$ cat src/rtl/sdrc_arb_pkg.sv
// rtl/sdrc_arb_pkg.sv - shared types and constants for the SDRAM request arbiter
package sdrc_arb_pkg;

  localparam int NPORT        = 4;
  localparam int PORT_W       = 2;
  localparam int SDR_REQ_ID_W = 4;

  typedef enum logic {
    IDLE = 1'b0,
    HOLD = 1'b1
  } arb_state_e;

  // Lowest set bit of a port vector; returns 0 when the vector is empty.
  function automatic logic [PORT_W-1:0] lowest_set(input logic [NPORT-1:0] v);
    logic [PORT_W-1:0] idx;
    idx = '0;
    for (int k = NPORT - 1; k >= 0; k--) begin
      if (v[k]) idx = PORT_W'(k);
    end
    return idx;
  endfunction

endpackage

$ cat src/rtl/sdrc_rr_pick.sv
// rtl/sdrc_rr_pick.sv - combinational round-robin picker
// Returns the first set request at or above rr_ptr, wrapping past the top port.
module sdrc_rr_pick
  import sdrc_arb_pkg::*;
(
  input  logic [NPORT-1:0]  req_vec,
  input  logic [PORT_W-1:0] rr_ptr,
  output logic              valid,
  output logic [PORT_W-1:0] index
);

  logic [PORT_W-1:0] cand;

  always_comb begin
    valid = |req_vec;
    index = rr_ptr;
    cand  = rr_ptr;
    // Walk offsets from farthest to nearest so the nearest requester wins last.
    for (int k = NPORT - 1; k >= 0; k--) begin
      cand = rr_ptr + PORT_W'(k);
      if (req_vec[cand]) index = cand;
    end
  end

endmodule

$ cat src/rtl/sdrc_req_arb.sv
// rtl/sdrc_req_arb.sv - 4-port SDRAM request arbiter with round-robin and aging
// A winner is registered in IDLE and held stable in HOLD until the generator acks.
module sdrc_req_arb #(
  parameter int NPORT  = 4,
  parameter int APP_AW = 26,
  parameter int APP_RW = 9
) (
  input  logic                                   clk,
  input  logic                                   reset,
  input  logic [NPORT-1:0]                       p_req,
  input  logic [NPORT*APP_AW-1:0]                p_addr,
  input  logic [NPORT*APP_RW-1:0]                p_len,
  input  logic [NPORT-1:0]                       p_wr_n,
  input  logic [NPORT-1:0]                       p_wrap,
  output logic [NPORT-1:0]                       p_ack,
  input  logic [3:0]                             cfg_age_limit,
  output logic                                   req,
  output logic [APP_AW-1:0]                      req_addr,
  output logic [APP_RW-1:0]                      req_len,
  output logic                                   req_wr_n,
  output logic                                   req_wrap,
  output logic [sdrc_arb_pkg::SDR_REQ_ID_W-1:0]  req_id,
  input  logic                                   req_ack,
  output logic [1:0]                             grant_port,
  output logic                                   arb_busy
);

  import sdrc_arb_pkg::*;

  arb_state_e               state_q, state_d;
  logic [PORT_W-1:0]        rr_ptr_q, rr_ptr_d;
  logic [PORT_W-1:0]        grant_q, grant_d;
  logic [APP_AW-1:0]        addr_q, addr_d;
  logic [APP_RW-1:0]        len_q, len_d;
  logic                     wr_n_q, wr_n_d;
  logic                     wrap_q, wrap_d;
  logic [NPORT-1:0][3:0]    age_q, age_d;

  logic [NPORT-1:0]         aged;
  logic                     rr_valid;
  logic [PORT_W-1:0]        rr_index;
  logic [PORT_W-1:0]        win;

  sdrc_rr_pick u_rr_pick (
    .req_vec (p_req),
    .rr_ptr  (rr_ptr_q),
    .valid   (rr_valid),
    .index   (rr_index)
  );

  // Qualified by p_req so a port dropping its request this cycle cannot win on a stale count.
  always_comb begin
    aged = '0;
    for (int i = 0; i < NPORT; i++) begin
      aged[i] = p_req[i] && (cfg_age_limit != 4'd0) && (age_q[i] >= cfg_age_limit);
    end
    win = (|aged) ? lowest_set(aged) : rr_index;
  end

  always_comb begin
    state_d  = state_q;
    rr_ptr_d = rr_ptr_q;
    grant_d  = grant_q;
    addr_d   = addr_q;
    len_d    = len_q;
    wr_n_d   = wr_n_q;
    wrap_d   = wrap_q;
    p_ack    = '0;
    case (state_q)
      IDLE: begin
        if (rr_valid) begin
          state_d = HOLD;
          grant_d = win;
          addr_d  = p_addr[win*APP_AW +: APP_AW];
          len_d   = p_len[win*APP_RW +: APP_RW];
          wr_n_d  = p_wr_n[win];
          wrap_d  = p_wrap[win];
        end
      end
      HOLD: begin
        if (req_ack) begin
          p_ack[grant_q] = 1'b1;
          state_d        = IDLE;
          rr_ptr_d       = grant_q + PORT_W'(1);
        end
      end
      default: state_d = IDLE;
    endcase
    if (reset) p_ack = '0;
  end

  always_comb begin
    age_d = age_q;
    for (int i = 0; i < NPORT; i++) begin
      if (!p_req[i] || p_ack[i]) begin
        age_d[i] = 4'd0;
      end else if (!(state_q == HOLD && grant_q == PORT_W'(i)) && age_q[i] != 4'd15) begin
        age_d[i] = age_q[i] + 4'd1;
      end
    end
  end

  always_ff @(posedge clk) begin
    if (reset) begin
      state_q  <= IDLE;
      rr_ptr_q <= '0;
      grant_q  <= '0;
      addr_q   <= '0;
      len_q    <= '0;
      wr_n_q   <= 1'b0;
      wrap_q   <= 1'b0;
      age_q    <= '0;
    end else begin
      state_q  <= state_d;
      rr_ptr_q <= rr_ptr_d;
      grant_q  <= grant_d;
      addr_q   <= addr_d;
      len_q    <= len_d;
      wr_n_q   <= wr_n_d;
      wrap_q   <= wrap_d;
      age_q    <= age_d;
    end
  end

  assign req        = (state_q == HOLD);
  assign arb_busy   = (state_q == HOLD);
  assign req_addr   = addr_q;
  assign req_len    = len_q;
  assign req_wr_n   = wr_n_q;
  assign req_wrap   = wrap_q;
  assign req_id     = SDR_REQ_ID_W'(grant_q);
  assign grant_port = grant_q;

endmodule

$ cat config.mk
export PLATFORM = sky130hd
export DESIGN_NAME = sdrc_req_arb
export DESIGN_NICKNAME = d
export VERILOG_FILES = /design/src/rtl/sdrc_arb_pkg.sv /design/src/rtl/sdrc_rr_pick.sv /design/src/rtl/sdrc_req_arb.sv
export SDC_FILE = /design/constraint.sdc
export NUM_CORES = 1
export LEC_CHECK = 0
export ABC_AREA = 0
export CAP_MARGIN = 20
export CORE_ASPECT_RATIO = 1.1
export CORE_MARGIN = 1
export CORE_UTILIZATION = 41
export DETAILED_ROUTE_END_ITERATION = 7
export PLACE_DENSITY = 0.87
export SLEW_MARGIN = 25
export SYNTH_ARGS = -nofsm -noshare
export SYNTH_HDL_FRONTEND = slang
export SYNTH_SLANG_ARGS = --single-unit
$ cat constraint.sdc
create_clock -name clk -period 6.82 [get_ports clk]
set_input_delay 1.364 -clock clk [delete_from_list [all_inputs] [get_ports clk]]
set_output_delay 1.364 -clock clk [all_outputs]
set_load 0.01 [all_outputs]
# ---- Word level (Yosys, flattened, before mapping)
# Cells that the tools add are included.
dict set report word_totals {
  regBits 58
  in_bits 159
  output_inout_bits 49
  wordCells 110
}
dict set report classes {
  n_addsub 8
  n_mul 2
  n_lt_le_gt_ge 11
  n_eq_ne 7
  n_shift 2
  muxes 29
  bitwise 1
  reduce_logical 39
}
# operator count
set ops {}
lappend ops {{$shiftx 104x8->26} 1}
lappend ops {{$shiftx 36x7->9} 1}
lappend ops {{$lt 2x3->1 const B} 6}
lappend ops {{$mux 2} 9}
lappend ops {{$logic_and 1x1->1} 17}
lappend ops {{$add 4x1->4 const B} 4}
lappend ops {{$ge 4x4->1} 4}
lappend ops {{$ne 4x4->1 const B} 4}
lappend ops {{$bmux 1 s2} 6}
lappend ops {{$mul 2x4->6 const B} 2}
lappend ops {{$mux 4} 3}
lappend ops {{$mux 1} 9}
lappend ops {{$logic_not 1->1} 8}
lappend ops {{$reduce_or 2->1} 4}
lappend ops {{$reduce_or 4->1} 2}
lappend ops {{$add 2x1->2 const B} 2}
lappend ops {{$add 2x2->2 const B} 2}
lappend ops {{$eq 2x2->1 const B} 2}
lappend ops {{$logic_or 1x1->1} 4}
lappend ops {{$reduce_and 2->1} 2}
lappend ops {{$reduce_bool 4->1} 1}
lappend ops {{$demux 1 s2} 1}
lappend ops {{$eq 2x1->1 const B} 1}
lappend ops {{$ge 2x1->1 const B} 1}
lappend ops {{3 further kinds} 3}

# ---- Longest topological paths before layout
# Gate-level depths: netlist (run 1).
dict set report depth {
  depth_word 10
  ltp_mapped 10
  mapped_depth_nobuf 8
}

# ---- Cells and area by module
# Synthesis (run 1) repeated with hierarchy kept, for this count alone.
dict set report unflattened {
  hier_cells 510
  area_unflattened_um2 3952.5
}
# mod instances cells_per_inst area_each_um2 seq_area_each_um2
set modules_own_cells {}
lappend modules_own_cells {sdrc_req_arb 1 494 3852.4 1161.1}
lappend modules_own_cells {sdrc_rr_pick 1 16 100.1 0.0}

# ---- Worst setup path before layout (run 1)
# OpenSTA, ideal clock, no wires.
dict set report synth_timing {
  kind {input port to flip-flop}
  start {in cfg_age_limit[0]}
  end {reg addr_q[15] (netlist: req_addr[15])}
  setup_ns 0.128
  t_arrival_ns 3.254
  required_time_ns 6.692
  setup_slack_ns 3.438
  path_stages 9
  n_path_buf 2
  cell_sequence {ha_1 > nand2b_1 > a2111oi_1 > or3_1 > clkbuf_1 > clkbuf_1 > a21boi_0 > a22oi_2 > o221ai_2}
}
dict set report synth_between {
  elab_chain_cells 10
  word_cells_on_any_way 21
  cone_classes {mul: 1; order compare: 4; shift: 1; mux: 5; reduce/logical: 10}
}
# item line_no
set synth_rtl {}
lappend synth_rtl {{from (decl)} sdrc_req_arb.sv:16} ;# input logic [3:0] cfg_age_limit,
lappend synth_rtl {{parallel branches: the longest is 7 deep, another holds $ge 4x4->1} --}
lappend synth_rtl {{$mux 2 *} sdrc_req_arb.sv:57} ;# win = (|aged) ? lowest_set(aged) : rr_index;
lappend synth_rtl {{$mul 2x4->6 *} sdrc_req_arb.sv:74} ;# addr_d = p_addr[win*APP_AW +: APP_AW];
lappend synth_rtl {{$shiftx 104x8->26 *} sdrc_req_arb.sv:74}
lappend synth_rtl {{to (signal assigned)} sdrc_req_arb.sv:117} ;# addr_q <= addr_d;
lappend synth_rtl {{to (decl)} sdrc_req_arb.sv:33} ;# logic [APP_AW-1:0] addr_q, addr_d;
# Every way passes the cells marked *.
# A chain may end at the register's enable or synchronous reset.

# ---- Worst setup path after layout (run 1)
dict set report layout_timing {
  start {in cfg_age_limit[0]}
  end {reg len_q[1] (netlist: req_len[1])}
}
dict set report layout_between {
  elab_chain_cells 10
  word_cells_on_any_way 21
  cone_classes {mul: 1; order compare: 4; shift: 1; mux: 5; reduce/logical: 10}
}
# item line_no
set layout_rtl {}
lappend layout_rtl {{parallel branches: the longest is 7 deep, another holds $ge 4x4->1} --}
lappend layout_rtl {{$mux 2 *} sdrc_req_arb.sv:57}
lappend layout_rtl {{$mul 2x4->6 *} sdrc_req_arb.sv:75} ;# len_d = p_len[win*APP_RW +: APP_RW];
lappend layout_rtl {{$shiftx 36x7->9 *} sdrc_req_arb.sv:75}
lappend layout_rtl {{to (signal assigned)} sdrc_req_arb.sv:118} ;# len_q <= len_d;
lappend layout_rtl {{to (decl)} sdrc_req_arb.sv:34} ;# logic [APP_RW-1:0] len_q, len_d;
# Marked as above.

==> run_results.csv, run 1 <==
group,metric,value,unit
outcome,status,"finished clean",
route,vias_per_cell,5.59,
sta,whs,510,ps
clock_network,hold_buffers,0,
clock_network,cts_tree,"built",
clock_network,root_buffer,"clkbuf_16",
final_layout,fin_nets,841,
clock_network,cts_max_path_buffers,2,
sta,final.setup.tns,0,ps
sta,layout_setup_ws,2220,ps
global_route,grt-ovfl-total,0,
synth,synth.avg_cell_area,9.65,um^2
final_layout,area_growth,48.5,%
critical_path,cp_slowest_stage_delay,620,ps
critical_path,crit_path_cell_trace,"clkdlybuf4s50_1 -> ha_1 -> nand2b_1 -> a2111oi_1 -> nor3_1 -> a311oi_1 -> nand2b_2 -> buf_4 -> o221ai_1",
route,dr.pass1.iters,4,
floorplanning,ioPinCount,208,
sta,clock_skew,10.5,ps
global_route,grt_max_degree,76,
final_layout,drive_gt1_share,13.9,%
clock_network,post_cts_buffers,0,
sta,fin_crit_sh,67.4,%
pwr,vdd_drop_max,0.109,mV
critical_path,r2r_start,"age_q[4]$_SDFFE_PP0P_",
critical_path,reg2reg_slack,3420,ps
critical_path,critPathSlowestCell,"nand2b_2",
global_route,grt_pass1_vias,4623,
synth,yosysWarnings,0,
floorplanning,die-area,11800,um^2
route,first_iter_violations,182,
final_layout,final_common_cell,"clkdlybuf4s50_1",
synth,ys_types,55,
critical_path,crit_path_start_kind,"primary input",
critical_path,worstPathMaxFanout,19,
global_route,antenna_found_initial,0,
global_route,grt_use_total,24.0,%
floorplanning,core-area,11000,um^2
pwr,p_leak,2.55,nW
floorplanning,num_rows,40,
final_layout,final_cell_area,6930,um^2
sta,finalSetupViolCount,0,
route,ant_nets,0,
synth,synth-edff-count,0,
clock_network,h-tree-depth,3,
route,drc_errors,0,
critical_path,reg2regPathDepth,10,
placement,place.gp.congestion,0.834,
placement,dp.cells,794,
synth,ys_seq_area_share,24.9,%
placement,port_buffers,205,
sta,drv_slew,0,
critical_path,crit_arrival,4770,ps
sta,min_period,4600,ps
synth,synth_area,4670,um^2
synth,synth_flop_cell,"dfxtp_1",
hold_path,holdPathStages,2,
global_route,grt_pass1_wl,22600,um
critical_path,critPathKind,"in -> reg",
sta,fmax,218,MHz
hold_path,min_to,"req_addr[24]$_SDFFE_PP0P_",
pwr,total_power,1.26,mW
hold_path,holdCritStartpoint,"req_addr[24]$_SDFFE_PP0P_",
final_layout,diodes,0,
sta,finalHoldViolations,0,
critical_path,rr_endpoint,"req_len[1]$_SDFFE_PP0P_",
floorplanning,die_h,114,um
clock_network,clk_pin_slew,50,ps
floorplanning,start_util,42.4,%
synth,async_reset_ff_share,0,%
placement,post-dp-hpwl,10500,um
route,wl_per_cell,17.7,um
synth,syn_inst,484,
final_layout,final_cells,809,
clock_network,cts_resized,0,
pwr,p_per_area,182,nW/um^2
critical_path,worstPathRequired,6990,ps
clock_network,cts_buffers,9,
route,routed_wirelength,14300,um
hold_path,hold_class,"reg -> reg",
route,via_count,4523,
sta,rsz0062_at_grt,"false",
placement,placed_area,6650,um^2
sta,slew_headroom,33.7,%
flow_run,maxCapViolCount,0,
clock_network,clock-sinks,58,
final_layout,n_fill_cell,906,
clock_network,clkLatencyLatePin,320,ps
synth,ys_seq_elements,58,
placement,pre_cts_slack,2010,ps
floorplanning,fp.dieW,104,um
sta,worstMarginPinSlew,994,ps
critical_path,cp-end-kind,"flip-flop",
final_layout,fin_util,63.0,%
final_layout,mostFrequentLayoutCells,"clkdlybuf4s50_1 (205), dfxtp_1 (58), mux2i_1 (41), nand3b_1 (41), and2_1 (40)",
-- state kept, by name (all words and copies together) (netlist names) --
register    count
req_addr       26
age_q          16
req_len         9
grant_port      2
rr_ptr_q        2
arb_busy        1
req_wr_n        1
req_wrap        1
-- Yosys cell counts (7+ instances only) --
cell type	instances	area [um^2]
nor2_1	27	101
ha_1	24	300
o221ai_2	30	450
xor2_1	8	70.1
dfxtp_1	58	1160
buf_4	10	75.1
clkbuf_1	22	82.6
o221ai_1	7	61.3
mux2i_1	41	410
a22oi_2	30	375
nand3b_1	41	308
and2_1	40	250
a21boi_0	36	270
nand2_1	16	60.1
inv_1	10	37.5
a22oi_1	7	52.6
-- routing by layer --
metal	track usage (%)	part of all wire, %
met1	27.1	40
met2	43.7	52
met3	4.40	5.4
met4	11.4	2.4
met5	0	0
-- critical path, delay by kind of cell --
family                   cells  cell delay, ps
AO/OA/AOI/OAI                3            1180
adder cells (fa/ha/maj)      1             260
buffers and inverters        2            1030
AND/OR/NAND/NOR              3             900
-- area by class of cell --
cell class	count	area, um^2	share of cell area (%)
multi-input cells	369	3190	46.0
repair buffers	210	2090	30.1
flip-flops and latches	58	1160	16.7
clock buffers	10	239	3.45
well taps	147	184	2.65
inverters	10	37.5	0.541
clock inverters	5	31.3	0.451
-- power breakdown --
part	total [mW]	internal (mW)	switching (mW)
combinational	0.451	0.248	0.202
sequential	0.404	0.376	0.0277
clock	0.410	0.252	0.158
-- cells by family (layout without fill, tap and decap cells) --
kind of cell	count (synthesis)	count (layout)	share of synthesized area, %
compound gates	142	142	31.3
flops	58	58	24.9
simple gates	148	148	18.9
other cells	1	2	0.0803
buf+inv	58	235	7.42
mux	41	41	8.79
xor+xnor	12	12	2.25
fa+ha+maj	24	24	6.43
-- worst max path at each step --
stage / depth (start not counted) / to / startpoint
after floorplan: 9 / req_addr[15]$_SDFFE_PP0P_ / cfg_age_limit[0]
after global placement: 8 / req_len[1]$_SDFFE_PP0P_ / cfg_age_limit[0]
after detailed placement: 9 / req_len[1]$_SDFFE_PP0P_ / cfg_age_limit[0]
after CTS: 9 / req_len[1]$_SDFFE_PP0P_ / cfg_age_limit[0]
after global routing: 9 / req_len[1]$_SDFFE_PP0P_ / cfg_age_limit[0]
final: 9 / req_len[1]$_SDFFE_PP0P_ / cfg_age_limit[0]
Power figures use the tool's default switching activity.
==> run 2: changes to the inputs <==
Settings changed: CORE_UTILIZATION 41 to 39.
Clock period 6.82 ns to 4.1 ns, I/O delays scaled along.
==> run 2 against run 1 <==
Against the previous run: clock skew is 1.8 ps higher; critical path depth stayed put; worst setup slack worse by 1600 ps; utilization is 1.8 points lower; via count is 4.2% higher; highest routed layer unchanged; register-to-register slack worse by 2100 ps; clock power is 68% higher; clock-buffer cell count is 1 higher; sequential power is 66% higher; global-route usage is 0.79 points higher; die area is 5.0% higher; sequential share of layout area is 0.31 points lower.
==> run_results.csv, run 2 (synthesis gave the netlist of run 1 again) <==
group,metric,value,unit
hold_path,min_to,"req_len[4]$_SDFFE_PP0P_",
hold_path,hold_class,"reg -> reg",
critical_path,rr_endpoint,"req_len[4]$_SDFFE_PP0P_",
global_route,grt_pass1_wl,23900,um
critical_path,r2r_start,"age_q[0]$_SDFFE_PP0P_",
pwr,p_leak,2.62,nW
route,wl_per_cell,18.3,um
pwr,total_power,2.14,mW
clock_network,clkLatencyLatePin,330,ps
placement,place.gp.congestion,0.833,
critical_path,crit_path_start_kind,"primary input",
sta,rsz0062_at_grt,"false",
sta,finalHoldViolations,0,
sta,fmax,290,MHz
clock_network,hold_buffers,0,
pwr,switching_share,30.8,%
sta,whs,512,ps
sta,final.setup.tns,0,ps
final_layout,final_cell_area,7070,um^2
pwr,p_int,1.48,mW
pwr,seqPwrFrac,31.3,%
clock_network,cts_max_path_buffers,2,
pwr,vdd_drop_max,0.162,mV
floorplanning,start_util,40.5,%
hold_path,holdPathStages,2,
clock_network,cts_buffers,9,
final_layout,mostFrequentLayoutCells,"clkdlybuf4s50_1 (205), dfxtp_1 (58), mux2i_1 (41), nand3b_1 (41), and2_1 (40)",
route,vias_per_cell,5.70,
clock_network,cts_resized,0,
outcome,status,"finished clean",
sta,finalSetupViolCount,0,
final_layout,drive_gt1_share,15.5,%
placement,post-dp-hpwl,11100,um
floorplanning,die_h,117,um
final_layout,diodes,0,
floorplanning,core-area,11500,um^2
flow_run,maxCapViolCount,0,
sta,fin_crit_sh,84.2,%
clock_network,clk_pin_slew,50,ps
sta,drv_slew,0,
floorplanning,die-area,12400,um^2
critical_path,reg2regPathDepth,9,
final_layout,area_growth,51.3,%
clock_network,clock-sinks,58,
critical_path,crit_arrival,3650,ps
pwr,clkPwrFrac,32.2,%
final_layout,largest_reg_flops,26,
hold_path,holdCritStartpoint,"req_len[4]$_SDFFE_PP0P_",
placement,port_buffers,205,
critical_path,worstPathRequired,4300,ps
route,via_count,4712,
clock_network,h-tree-depth,3,
sta,worstMarginPinSlew,658,ps
clock_network,root_buffer,"clkbuf_16",
pwr,p_comb_share,36.4,%
critical_path,cp-end-kind,"flip-flop",
sta,clock_skew,12.3,ps
route,drc_errors,0,
final_layout,fin_nets,854,
route,ant_nets,0,
floorplanning,ioPinCount,208,
global_route,grt-ovfl-total,0,
critical_path,crit_path_cell_trace,"clkdlybuf4s50_1 -> ha_1 -> nand2b_1 -> a2111oi_1 -> nor3_1 -> or3_2 -> buf_4 -> a22oi_1 -> o221ai_1",
floorplanning,fp.dieW,106,um
final_layout,final_common_cell,"clkdlybuf4s50_1",
global_route,grt_pass1_vias,4946,
global_route,grt_use_total,24.8,%
route,first_iter_violations,221,
sta,min_period,3450,ps
critical_path,worstPathMaxFanout,19,
global_route,antenna_found_initial,0,
pwr,power.net_switching,0.660,mW
route,routed_wirelength,15100,um
route,dr.pass1.iters,4,
clock_network,cts_tree,"built",
critical_path,critPathSlowestCell,"clkdlybuf4s50_1",
floorplanning,num_rows,41,
clock_network,post_cts_buffers,0,
sta,slew_headroom,56.0,%
pwr,p_per_area,303,nW/um^2
critical_path,critPathKind,"in -> reg",
critical_path,cp_slowest_stage_delay,600,ps
critical_path,reg2reg_slack,1290,ps
placement,placed_area,6790,um^2
global_route,grt_max_degree,48,
## run 2: cell count changes in the layout (fill, tap and decap cells not counted)
cell / previous run / this run
buf_4: 5 / 15
buf_12: 0 / 3
clkbuf_1: 0 / 1
clkinv_4: 1 / 0
clkinvlp_4: 1 / 2
nand2_2: 0 / 1
nand2_4: 1 / 0
or3_2: 1 / 2
or3_4: 1 / 0
## run 2: per-layer routing
metal / up-vias / global-route usage (%) / share of wire, %
met5: - / 0 / 0
met4: 0 / 12.2 / 2.6
met3: 34 / 5.19 / 5.6
met2: 199 / 45.4 / 52
met1: 2292 / 27.2 / 39
li1: 2187 / - / -
## run 2: worst max path at each step
| stage | start | to | slack [ps] |
|---|---|---|---|
| 2_1_floorplan | cfg_age_limit[0] | req_addr[15]$_SDFFE_PP0P_ | 1260 |
| 3_3_place_gp | cfg_age_limit[0] | req_addr[24]$_SDFFE_PP0P_ | 450 |
| 3_5_place_dp | cfg_age_limit[0] | req_len[4]$_SDFFE_PP0P_ | 360 |
| 4_1_cts | cfg_age_limit[0] | req_len[4]$_SDFFE_PP0P_ | 690 |
| 5_1_grt | cfg_age_limit[0] | req_len[3]$_SDFFE_PP0P_ | 420 |
| 6_report | cfg_age_limit[0] | req_len[4]$_SDFFE_PP0P_ | 650 |
## run 2: worst max-delay path: cells and delay by family
| kind | cells | cell delay (ps) |
|---|---|---|
| compound gates | 3 | 880 |
| buf+inv | 2 | 860 |
| simple gates | 3 | 810 |
| fa+ha+maj | 1 | 270 |
## run 2: through the flow
step / std cells / setup WS, ps / util (%)
after floorplan: 485 / 1260 / -
after global placement: 810 / 449 / 58.9
after detailed placement: 810 / 356 / 58.9
after CTS: 826 / 686 / 61.2
after global routing: 826 / 420 / 61.2
final: 826 / 646 / 61.2
## run 2: final cells by class
type | count | area [um^2]
Multi-Input combinational cell | 369 | 3180
Clock inverter | 5 | 30.0
Fill cell | 949 | 4480
Timing Repair Buffer | 223 | 2220
Inverter | 10 | 37.5
Tap cell | 150 | 188
Clock buffer | 11 | 243
Sequential cell | 58 | 1160
## run 2: power by group through the flow
stage,Sequential [mW],Combinational [mW],Clock [mW]
finish,0.671,0.780,0.690
global route,0.678,0.840,0.723
global placement,0.679,0.762,0
CTS,0.671,0.786,0.701
floorplan,0.695,0.412,0
detailed placement,0.680,0.782,0
==> run 3: changes to the inputs <==
Clock period 4.1 ns to 3.15 ns, I/O delays scaled along.
==> run 3 against run 2 <==
Against the previous run: sequential power is 30% higher; power rose by 34%; clock power up 35%; final cell count rose by 1.2%; worst setup slack got worse by 520 ps.
==> run_results.csv, run 3 (synthesis gave the netlist of run 1 again) <==
group,metric,value,unit
floorplanning,die-area,12400,um^2
final_layout,final_cell_area,7260,um^2
clock_network,clk_pin_slew,50,ps
route,dr.pass1.iters,4,
pwr,power.net_switching,0.852,mW
final_layout,final_common_cell,"clkdlybuf4s50_1",
outcome,status,"finished clean",
pwr,vdd_drop_max,0.220,mV
critical_path,critPathLaunch,"cfg_age_limit[0]",
critical_path,endpoint,"req_len[0]$_SDFFE_PP0P_",
global_route,grtUsageMet2,46.3,%
pwr,p_per_area,396,nW/um^2
final_layout,drive_gt1_share,16.8,%
placement,place.gp.congestion,0.832,
global_route,grt-ovfl-total,0,
global_route,grt_use_total,24.6,%
sta,clock_skew,8.55,ps
global_route,met3_usage,4.41,%
hold_path,hold_class,"reg -> reg",
pwr,seqPwrFrac,30.4,%
final_layout,n_fill_cell,918,
clock_network,h-tree-depth,3,
clock_network,clkLatencyLatePin,320,ps
critical_path,r2r_start,"age_q[0]$_SDFFE_PP0P_",
critical_path,reg2regPathDepth,9,
critical_path,rr_endpoint,"req_len[0]$_SDFFE_PP0P_",
sta,finalSetupViolCount,0,
clock_network,cts_buffers,9,
final_layout,final_cells,836,
clock_network,root_buffer,"clkbuf_16",
pwr,p_comb_share,37.3,%
critical_path,critPathKind,"in -> reg",
sta,slew_headroom,63.2,%
global_route,gr-max-usage-layer,"met2",
critical_path,path_depth,9,
critical_path,cp_slowest_stage_delay,570,ps
pwr,switching_share,29.6,%
route,routed_wirelength,15300,um
critical_path,cp.buffers_inverters,3,
final_layout,fin_nets,864,
floorplanning,start_util,40.5,%
placement,pre_cts_slack,-234,ps
sta,layout_setup_ws,125,ps
pwr,p_leak,2.71,nW
sta,worstMarginPinSlew,547,ps
sta,fmax,331,MHz
floorplanning,core-area,11500,um^2
sta,drv_slew,0,
pwr,clkPwrFrac,32.3,%
final_layout,area_growth,55.6,%
route,via_count,4687,
sta,min_period,3020,ps
route,vias_per_cell,5.61,
final_layout,mostFrequentLayoutCells,"clkdlybuf4s50_1 (205), dfxtp_1 (58), mux2i_1 (41), nand3b_1 (41), and2_1 (40)",
critical_path,crit_arrival,3210,ps
global_route,met1_usage,27.2,%
route,first_iter_violations,230,
clock_network,cts_tree,"built",
clock_network,hold_buffers,0,
critical_path,worstPathRequired,3330,ps
flow_run,maxCapViolCount,0,
floorplanning,num_rows,41,
floorplanning,ioPinCount,208,
placement,port_buffers,205,
floorplanning,die_h,117,um
final_layout,largest_reg_flops,26,
global_route,grt_max_degree,48,
critical_path,crit_path_start_kind,"primary input",
clock_network,post_cts_buffers,0,
placement,placed_area,6970,um^2
global_route,grt_pass1_wl,23900,um
critical_path,cp-end-kind,"flip-flop",
pwr,p_int,2.02,mW
global_route,grt_pass1_vias,4873,
critical_path,cp_top_family,"simple AND/OR/NAND/NOR gates",
global_route,antenna_found_initial,0,
placement,post-dp-hpwl,11400,um
route,ant_nets,0,
sta,finalHoldViolations,0,
critical_path,reg2reg_slack,480,ps
route,drc_errors,0,
sta,fin_crit_sh,96.0,%
sta,rsz0062_at_grt,"false",
clock_network,cts_max_path_buffers,2,
critical_path,critPathSlowestCell,"or4_4",
critical_path,crit_path_cell_trace,"clkdlybuf4s50_1 -> buf_4 -> or4_4 -> o211a_2 -> o31a_4 -> or3_2 -> buf_12 -> a22oi_1 -> o221ai_1",
clock_network,clock-sinks,58,
clock_network,cts_resized,0,
route,wl_per_cell,18.3,um
placement,dp.cells,820,
critical_path,worstPathMaxFanout,23,
floorplanning,fp.dieW,106,um
final_layout,diodes,0,
==> run 3: cell types whose count changed in the layout (fill, tap and decap cells not counted), sizes merged <==
cell	delta
buf	+10
clkbuf	+4
clkinv	-3
clkinvlp	-1
==> run 3: power groups by stage <==
stage                     Sequential [mW]  Combinational (mW)  Clock, mW
after global routing                0.882                1.15      0.975
final                               0.873                1.07      0.929
after global placement              0.882                1.04          0
after floorplan                     0.904               0.536          0
after CTS                           0.873                1.08      0.949
after detailed placement            0.885                1.07          0
==> run 3: layout make-up <==
class / instances / area, um^2 / share of cell area [%]
inverter: 10 / 37.5 / 0.517
tap: 150 / 188 / 2.58
multi-input combinational: 369 / 3190 / 44.0
timing repair buffer: 233 / 2400 / 33.0
sequential: 58 / 1160 / 16.0
clock inverter: 1 / 7.51 / 0.103
clock buffer: 15 / 278 / 3.82
==> run 3: worst min-delay path by stage <==
stage | startpoint | end | cells after the start
floorplan | rr_ptr_q[1]$_SDFFE_PP0P_ | rr_ptr_q[1]$_SDFFE_PP0P_ | 2
global placement | req_len[4]$_SDFFE_PP0P_ | req_len[4]$_SDFFE_PP0P_ | 2
detailed placement | req_addr[23]$_SDFFE_PP0P_ | req_addr[23]$_SDFFE_PP0P_ | 2
CTS | req_addr[24]$_SDFFE_PP0P_ | req_addr[24]$_SDFFE_PP0P_ | 2
global route | req_addr[13]$_SDFFE_PP0P_ | req_addr[13]$_SDFFE_PP0P_ | 2
finish | req_addr[24]$_SDFFE_PP0P_ | req_addr[24]$_SDFFE_PP0P_ | 2
==> run 3: routing by layer <==
| layer | part of all wire (%) | wire length, um | up-vias |
|---|---|---|---|
| met2 | 52 | 7960 | 185 |
| li1 | - | - | 2209 |
| met5 | 0 | 0 | - |
| met4 | 2.8 | 422 | 0 |
| met3 | 4.9 | 754 | 34 |
| met1 | 40 | 6130 | 2259 |
==> run 3: through the flow <==
stage / utilization [%] / TNS [ps] / hold slack [ps] / power (mW)
floorplan: - / 0 / 476 / 1.44
global placement: 60.4 / -5020 / 482 / 1.92
detailed placement: 60.4 / -5470 / 503 / 1.96
CTS: 62.8 / 0 / 519 / 2.90
global route: 62.9 / 0 / 539 / 3.01
finish: 62.9 / 0 / 516 / 2.88
==> run 3: worst min-delay path, cell delays in order (launching register included) <==
cell and delay (ps):
dfxtp_1 330, nand3b_1 80, o221ai_1 70
